[src/rtl/pll_seq_pkg.sv]
// Shared types and helpers for the PLL reset sequencer.
package pll_seq_pkg;

  typedef enum logic [2:0] {
    RESET_PLL,
    WAIT_LOCK,
    STABILISE,
    RUN,
    LOST,
    FAULT,
    BYPASS_RUN
  } pll_state_e;

  localparam int RETRY_W = 4;

  // The single phase counter must hold the largest per-phase cycle count;
  // one spare bit keeps the terminal-count compare clear of wrap-around.
  function automatic int cnt_width(input int a, input int b, input int c);
    int m;
    m = a;
    if (b > m) m = b;
    if (c > m) m = c;
    return $clog2(m) + 1;
  endfunction

endpackage

[src/rtl/sync_2ff.sv]
// Single-bit two-flop synchroniser with a selectable synchronous reset value.
// Also suitable for bringing a reset request into another clock domain.
module sync_2ff #(
  parameter logic RST_VAL = 1'b0
) (
  input  logic clk_i,
  input  logic sresetn_i,
  input  logic d_i,
  output logic q_o
);

  logic meta_q;
  logic sync_q;

  // Two back-to-back flops give the first stage a full cycle to resolve.
  always_ff @(posedge clk_i) begin
    if (!sresetn_i) begin
      meta_q <= RST_VAL;
      sync_q <= RST_VAL;
    end else begin
      meta_q <= d_i;
      sync_q <= meta_q;
    end
  end

  assign q_o = sync_q;

endmodule

[src/rtl/pll_reset_sequencer.sv]
// PLL power-up / lock-loss sequencer running on the free-running reference
// clock. Holds downstream reset until lock has been stable, retries on lock
// timeout and reports a fault once retries are exhausted.
// Optional build macro PLL_SEQ_BYPASS_FALLBACK_EN: on retry exhaustion run the
// system from the bypassed PLL (degraded) instead of stopping in FAULT.
module pll_reset_sequencer
  import pll_seq_pkg::*;
#(
  parameter int PLL_RESET_CYCLES    = 16,
  parameter int LOCK_TIMEOUT_CYCLES = 65536,
  parameter int STABLE_CYCLES       = 1024,
  parameter int MAX_RETRIES         = 3
) (
  input  logic               clk,
  input  logic               sresetn,
  input  logic               pll_locked,
  input  logic               restart,
  output logic               pll_resetb,
  output logic               pll_bypass,
  output logic               sys_resetn,
  output logic               ready,
  output logic               fault,
  output logic [RETRY_W-1:0] retry_count
);

  localparam int CNT_W = cnt_width(PLL_RESET_CYCLES, LOCK_TIMEOUT_CYCLES, STABLE_CYCLES);
  localparam int RW1   = RETRY_W + 1;

  localparam logic [CNT_W-1:0] RST_LAST = CNT_W'(PLL_RESET_CYCLES - 1);
  localparam logic [CNT_W-1:0] TMO_LAST = CNT_W'(LOCK_TIMEOUT_CYCLES - 1);
  localparam logic [CNT_W-1:0] STB_LAST = CNT_W'(STABLE_CYCLES - 1);
  localparam logic [RW1-1:0]   RETRY_LIMIT = RW1'(MAX_RETRIES);

`ifdef PLL_SEQ_BYPASS_FALLBACK_EN
  localparam pll_state_e EXHAUSTED = BYPASS_RUN;
`else
  localparam pll_state_e EXHAUSTED = FAULT;
`endif

  // The failure count is reported saturated; the exhaustion compare uses the
  // unsaturated value so MAX_RETRIES=15 still reaches the terminal state.
  function automatic logic [RETRY_W-1:0] sat_retry(input logic [RW1-1:0] v);
    return v[RETRY_W] ? {RETRY_W{1'b1}} : v[RETRY_W-1:0];
  endfunction

  pll_state_e         state_q, state_d;
  logic [CNT_W-1:0]   cnt_q, cnt_d;
  logic [RETRY_W-1:0] retry_q, retry_d;
  logic [RW1-1:0]     fails;
  logic               lock_s;
  logic               resetb_q, resetb_d;
  logic               sysrst_q, sysrst_d;
  logic               ready_q, ready_d;
  logic               fault_q, fault_d;

  sync_2ff #(.RST_VAL(1'b0)) u_lock_sync (
    .clk_i     (clk),
    .sresetn_i (sresetn),
    .d_i       (pll_locked),
    .q_o       (lock_s)
  );

  // Next state, retry bookkeeping and the shared phase counter.
  always_comb begin
    state_d = state_q;
    retry_d = retry_q;
    fails   = {1'b0, retry_q} + RW1'(1);
    case (state_q)
      RESET_PLL: if (cnt_q == RST_LAST) state_d = WAIT_LOCK;
      WAIT_LOCK: begin
        if (lock_s) begin
          state_d = STABILISE;
        end else if (cnt_q == TMO_LAST) begin
          retry_d = sat_retry(fails);
          state_d = (fails > RETRY_LIMIT) ? EXHAUSTED : RESET_PLL;
        end
      end
      STABILISE: begin
        if (!lock_s) state_d = WAIT_LOCK;
        else if (cnt_q == STB_LAST) state_d = RUN;
      end
      RUN:     if (!lock_s) state_d = LOST;
      LOST:    state_d = RESET_PLL;
      default: state_d = state_q;
    endcase
    // A restart beats any same-cycle timeout and begins a fresh sequence.
    if (restart) begin
      state_d = RESET_PLL;
      retry_d = '0;
    end
    if (restart || (state_d != state_q)) begin
      cnt_d = '0;
    end else if (state_q inside {RESET_PLL, WAIT_LOCK, STABILISE}) begin
      cnt_d = cnt_q + CNT_W'(1);
    end else begin
      cnt_d = cnt_q;
    end
  end

`ifdef PLL_SEQ_BYPASS_FALLBACK_EN
  logic bypass_q, bypass_d;
`endif

  // Output decode from the next state so every pin is a plain flop.
  always_comb begin
    resetb_d = 1'b1;
    sysrst_d = 1'b0;
    ready_d  = 1'b0;
    fault_d  = 1'b0;
`ifdef PLL_SEQ_BYPASS_FALLBACK_EN
    bypass_d = 1'b0;
`endif
    case (state_d)
      RESET_PLL: resetb_d = 1'b0;
      RUN: begin
        sysrst_d = 1'b1;
        ready_d  = 1'b1;
      end
      FAULT: begin
        resetb_d = 1'b0;
        fault_d  = 1'b1;
      end
`ifdef PLL_SEQ_BYPASS_FALLBACK_EN
      BYPASS_RUN: begin
        sysrst_d = 1'b1;
        fault_d  = 1'b1;
        bypass_d = 1'b1;
      end
`endif
      default: ;
    endcase
  end

  // State, counter and output registers with synchronous active-low reset.
  always_ff @(posedge clk) begin
    if (!sresetn) begin
      state_q  <= RESET_PLL;
      cnt_q    <= '0;
      retry_q  <= '0;
      resetb_q <= 1'b0;
      sysrst_q <= 1'b0;
      ready_q  <= 1'b0;
      fault_q  <= 1'b0;
`ifdef PLL_SEQ_BYPASS_FALLBACK_EN
      bypass_q <= 1'b0;
`endif
    end else begin
      state_q  <= state_d;
      cnt_q    <= cnt_d;
      retry_q  <= retry_d;
      resetb_q <= resetb_d;
      sysrst_q <= sysrst_d;
      ready_q  <= ready_d;
      fault_q  <= fault_d;
`ifdef PLL_SEQ_BYPASS_FALLBACK_EN
      bypass_q <= bypass_d;
`endif
    end
  end

  assign pll_resetb  = resetb_q;
  assign sys_resetn  = sysrst_q;
  assign ready       = ready_q;
  assign fault       = fault_q;
  assign retry_count = retry_q;
`ifdef PLL_SEQ_BYPASS_FALLBACK_EN
  assign pll_bypass  = bypass_q;
`else
  assign pll_bypass  = 1'b0;
`endif

endmodule
[config.mk]
export PLATFORM = sky130hd
export DESIGN_NAME = pll_reset_sequencer
export DESIGN_NICKNAME = d
export VERILOG_FILES = /design/src/rtl/pll_seq_pkg.sv /design/src/rtl/sync_2ff.sv /design/src/rtl/pll_reset_sequencer.sv
export SDC_FILE = /design/constraint.sdc
export NUM_CORES = 1
export LEC_CHECK = 0
export BUFFER_PORTS_ARGS = -buffer_cell sky130_fd_sc_hd__buf_2
export CAP_MARGIN = 40
export CORE_ASPECT_RATIO = 0.75
export CORE_UTILIZATION = 38
export CTS_CLUSTER_SIZE = 14
export DETAILED_ROUTE_END_ITERATION = 10
export PLACE_DENSITY_LB_ADDON = 0.15
export SLEW_MARGIN = 20
export SYNTH_ARGS = -nofsm -noshare
export SYNTH_HDL_FRONTEND = slang
export SYNTH_SLANG_ARGS = --single-unit
[constraint.sdc]
create_clock -name clk -period 6.3 [get_ports clk]
set_clock_uncertainty 0.15 [all_clocks]
set_input_delay 0.945 -clock clk [delete_from_list [all_inputs] [get_ports clk]]
set_output_delay 0.945 -clock clk [all_outputs]
set_load 0.01 [all_outputs]
# Yosys cells after proc, flatten, opt, wreduce, memory -nomap -nowiden
# Cells that the tools add are included.
# word_totals
register_bits	29
in_bits	4
output_inout_bits	9
word_cells	44
# op_classes
add_sub_neg	2
magnitude_cmp	1
eq_ne	10
muxes	13
bitwise	2
n_reduce_logical	8
# op_table
operator	n
two-way mux 3 bit	8
adder 17 x 1 -> 17 bit (second input constant)	1
equality test 17 x 10 -> 1 bit (second input constant)	1
equality test 17 x 16 -> 1 bit (second input constant)	1
equality test 17 x 4 -> 1 bit (second input constant)	1
one-hot mux 3 bit (5 select lines)	1
equality test 3 x 2 -> 1 bit (second input constant)	3
equality test 3 bit (second input constant)	2
logical NOT 3 bit	2
OR reduction 2 bit	3
adder 4 x 1 -> 5 bit (second input constant)	1
greater-than comparator 5 x 2 -> 1 bit (second input constant)	1
two-way mux 4 bit	1
equality test 3 x 1 -> 1 bit (second input constant)	1
two-way mux 1 bit	3
!= test 3 bit	1
AND reduction 3 bit	1
nonzero test 3 bit	1
NOT 1 bit	2
logical OR 1 bit	1

# Logic depth before layout (Yosys ltp)
# depth
ltp_word	10
ltp_mapped	11
mapped_depth_nobuf	11

# Cells and area by module
# Synthesis repeated with hierarchy kept, for this count alone.
# unflattened
hier_cells	182
area_unflattened_um2	1604.0
# by_module_without_submodules
module	n_inst	cells_each	area_per_inst_um2	seq_area_each_um2
pll_reset_sequencer	1	178	1551.5	540.5
sync_2ff	1	4	52.6	40.0

# Worst setup path after synthesis
# No wires, ideal clock.
# synth_path
path_kind	flip-flop to flip-flop
startpoint	register cnt_q[0]
endpoint	register resetb_q, in the netlist pll_resetb
setup_ns	0.073
arrival_ns	2.181
required_ns	6.077
path_slack_ns	3.896
stages_incl_launch_ff	12
n_path_buf	0
period_less_slack_ns	2.404
path_cell_list	dfxtp_1 > ha_1 > nand3_1 > nor2_1 > nand2_1 > nor3_1 > ha_1 > o31a_1 > a31oi_1 > a311o_2 > or3_1 > o211ai_2
# synth_between
elab_chain_cells	8
word_cells_on_any_way	14
cone_classes	eq/ne: 4; mux: 8; reduce/logical: 2
# synth_lines
element	line	rtl
start: declaration	pll_reset_sequencer.sv:47	logic [CNT_W-1:0] cnt_q, cnt_d;
start signal: assignment	pll_reset_sequencer.sv:149	cnt_q <= cnt_d;
equality test 17 x 10 -> 1 bit or equality test 17 x 16 -> 1 bit (tied branches)	pll_reset_sequencer.sv:80, pll_reset_sequencer.sv:73	
two-way mux 3 bit, on equally long branches	pll_reset_sequencer.sv:80, pll_reset_sequencer.sv:73	
two-way mux 3 bit, on equally long branches	pll_reset_sequencer.sv:79, pll_reset_sequencer.sv:71	
one-hot mux 3 bit (5 select lines) *	pll_reset_sequencer.sv:68	case (state_q)
two-way mux 3 bit *	pll_reset_sequencer.sv:87	if (restart) begin
equality test 3 bit or logical NOT 3 bit (tied branches)	pll_reset_sequencer.sv:113	case (state_d)
OR reduction 2 bit (no line) *	--	
two-way mux 1 bit *	pll_reset_sequencer.sv:113	
end signal: assignment	pll_reset_sequencer.sv:151	resetb_q <= resetb_d;
end: declaration	pll_reset_sequencer.sv:51	logic resetb_q, resetb_d;
# Every way passes the cells marked *; elsewhere a longest branch is shown, timed or not.
# A chain may end at the register's enable or synchronous reset.

# Final worst setup path
# Same ends and word-level chain as after synthesis.

==> key figures <==
Outcome
  • Outcome: complete, no violations

Clock tree
  • CTS resizes: 0
  • Hold Buf Count CTS: 0
  • Worst skew pair latency: 280 ps
  • Cts bufs inserted: 5
  • Clock sink total: 29
  • CTS H-tree depth: 2
  • Post-CTS setup buffer count: 0
  • CTS tree: done
  • Reg clk slew, reported paths: 60 ps
  • Root Driver: clkbuf_8
  • Max clock buf depth: 2

Yosys
  • Top_reg_cell synth: dfxtp_1
  • Largest area contributor in the netlist: dfxtp_1
  • Mapped Avg Cell Area: 9.26 sq um
  • Async S/R FF share, synth: 0%
  • Syn Nets: 185
  • Post-synthesis cell count: 177
  • Yosys cell types: 54
  • Seq/Total Area, Yosys: 35.4%
  • Post-synthesis instance area: 0.00164 sq mm
  • Synth area leaders: dfxtp_1, a211oi_2, and4_1
  • Yosys warning count: 0
  • Yosys reg bits: 29
  • Yosys top cell area share: 35.4%
  • Number of synthesized flops with an enable pin: 0

Detailed routing
  • DRC viols: 0
  • Drt pass-1 iters: 4
  • Detail Route Antenna Nets: 0
  • Via Count: 1321
  • Wirelength per Cell: 14.8 um
  • Via density: 5.41
  • DRT iter0 DRCs: 43
  • DRT Wirelength: 3600 um

Placed design
  • GPL Wtd Cong: 0.886
  • Buffers on Ports: 11
  • Cells after DPL: 236
  • DPL Wire Length: 2660 um

Die
  • Die area: 0.00458 sq mm
  • Row count: 20
  • Initial Util: 39.9%
  • Die Height: 58.9 um
  • CORE AREA: 0.00410 sq mm
  • Die Wd: 77.8 um
  • I/O Pins: 13

Setup path
  • Crit-path max FO: 4
  • Flop-to-flop setup slack: 3590 ps
  • Ordered list of cells on the worst path: ha_1 -> nand3_1 -> nor2_1 -> nand2_1 -> nor3_1 -> ha_1 -> o31a_1 -> a31oi_1 -> a311o_2 -> or3_1 -> o211ai_2
  • CP max stage delay: 410 ps
  • Critical Path End Type: flop
  • Crit path top cell by count: ha_1
  • Worst Setup Path Type: flop to flop
  • CP Launch Type: flop
  • Worst Path Required: 6360 ps
  • Worst Path Arrival: 2770 ps
  • CP max-delay cell: a311o_2

Final layout
  • Share of the core filled with cells: 44.2%
  • Area grow syn2layout: 10.7%
  • Share of post-route cells with drive strength above 1: 22.8%
  • # nets final: 197
  • Commonest non-fill, non-tap cells in the layout: dfxtp_1, nand2_1, buf_2, nand3_1, and4_1
  • Commonest non-fill, non-tap cell in the layout: dfxtp_1
  • Inserted Diodes: 0
  • Non-filler cells, final: 244

Global routing
  • Met3 usage: 5.74%
  • Vias in the first global route: 1220
  • GRT busiest layer: met1
  • Met2 Track Usage GR: 24.1%
  • Pin count of the biggest net entering global routing: 23
  • Overflow after GRT: 0
  • Tot GR Track Use: 17.7%
  • First-pass GRT wire length: 5990 um
  • Antenna violations before repair: 0
  • Routing usage on met1: 25.0%

STA
  • Hold Slack: 298 ps
  • RSZ-0062 raised after global routing: no
  • Slew @ Worst Pin: 604 ps
  • Max-slew headroom: 59.6%
  • Setup TNS: 0 ps
  • Crit share post-route: 43.1%
  • Final Hold Vio Count: 0
  • Fmax: 369 MHz
  • # setup viols final: 0
  • Fin crit period: 2710 ps
  • Max Slew Vio Count: 0

Run
  • Number of max-cap violations: 0

Pwr
  • Lkg Pwr: 0.699 nW
  • VDD IR-drop max: 91.7 uV
  • PD cells: 191 mW/mm^2

Worst hold path
  • Hold Crit Class: flop to flop
-- per-layer routing --
metal  wire length, um  up-vias
li1                  -      676
met1              1890      608
met2              1490       30
met3               154        7
met4                72        0
met5                 0        -
-- sequential cells by signal, indices dropped and copies added, names as in the netlist --
name and flops:
cnt_q 17, retry_count 4, state_q 3, fault 1, pll_resetb 1, ready 1
u_lock_sync.meta_q 1, u_lock_sync.q_o 1
-- area by class of cell --
cell class	count	area [sq um]
Sequential cell	29	581
Tap cell	55	68.8
Timing Repair Buffer	12	66.3
Clock buffer	7	86.3
Inverter	8	30.0
Multi-Input combinational cell	133	982
Fill cell	427	2290
-- path summary, 6_finish.rpt --
path | startpoint | to | cells after the start
worst max register to register | cnt_q[0] | pll_resetb | 11
worst min-delay path | u_lock_sync.meta_q | u_lock_sync.q_o | 1
worst min register to register | u_lock_sync.meta_q | u_lock_sync.q_o | 1
worst max-delay path | cnt_q[0] | pll_resetb | 11
-- synth_stat cells (2+ instances only) --
cell / count
dfxtp_1: 29
nand2_1: 17
and4_1: 9
nand3_1: 9
a21oi_1: 8
inv_1: 8
nor2_1: 8
xor2_1: 8
a211oi_2: 7
xnor2_1: 6
nand4_1: 5
nor3_1: 5
ha_1: 4
buf_4: 3
nor3b_1: 3
a211oi_1: 2
a31oi_1: 2
and2_1: 2
and3_2: 2
nand3b_1: 2
nor4_1: 2
nor4_2: 2
o21ai_0: 2
o21ai_1: 2
-- report_power, final --
part	switching, mW	total [mW]	internal [mW]	leakage, nW
Combinational	0.00595	0.00923	0.00329	0.420
Sequential	0.00126	0.186	0.185	0.234
Clock	0.0644	0.151	0.0864	0.0443
-- logic make-up (layout without fill, tap and decap cells) --
family / after synthesis / count (layout) / synth area share, %
compound gates: 33 / 33 / 16.9
xor+xnor: 15 / 15 / 8.47
fa+ha+maj: 4 / 4 / 3.05
buf+inv: 15 / 27 / 4.66
flops: 29 / 29 / 35.4
mux: 1 / 1 / 0.611
other cells: 1 / 1 / 0.229
simple gates: 79 / 79 / 30.6
-- worst max-delay path: cells and delay by family, from the launching register on --
kind	cells	cell delay (ps)
and+or+nand+nor	5	870
AOI/OAI and AO/OA	4	800
adders and majority gates	2	440
DFF	1	390
-- stage by stage --
| step | power [mW] | worst slack [ps] | cell area [sq um] |
|---|---|---|---|
| 6_report | 0.346 | 3590 | 1810 |
| 3_3_place_gp | 0.199 | 3680 | 1720 |
| 3_5_place_dp | 0.199 | 3600 | 1720 |
| 4_1_cts | 0.353 | 3590 | 1800 |
| 5_1_grt | 0.364 | 3420 | 1810 |
| 2_1_floorplan | 0.196 | 3900 | 1640 |
No activity file was read; power rests on OpenSTA's default activity.
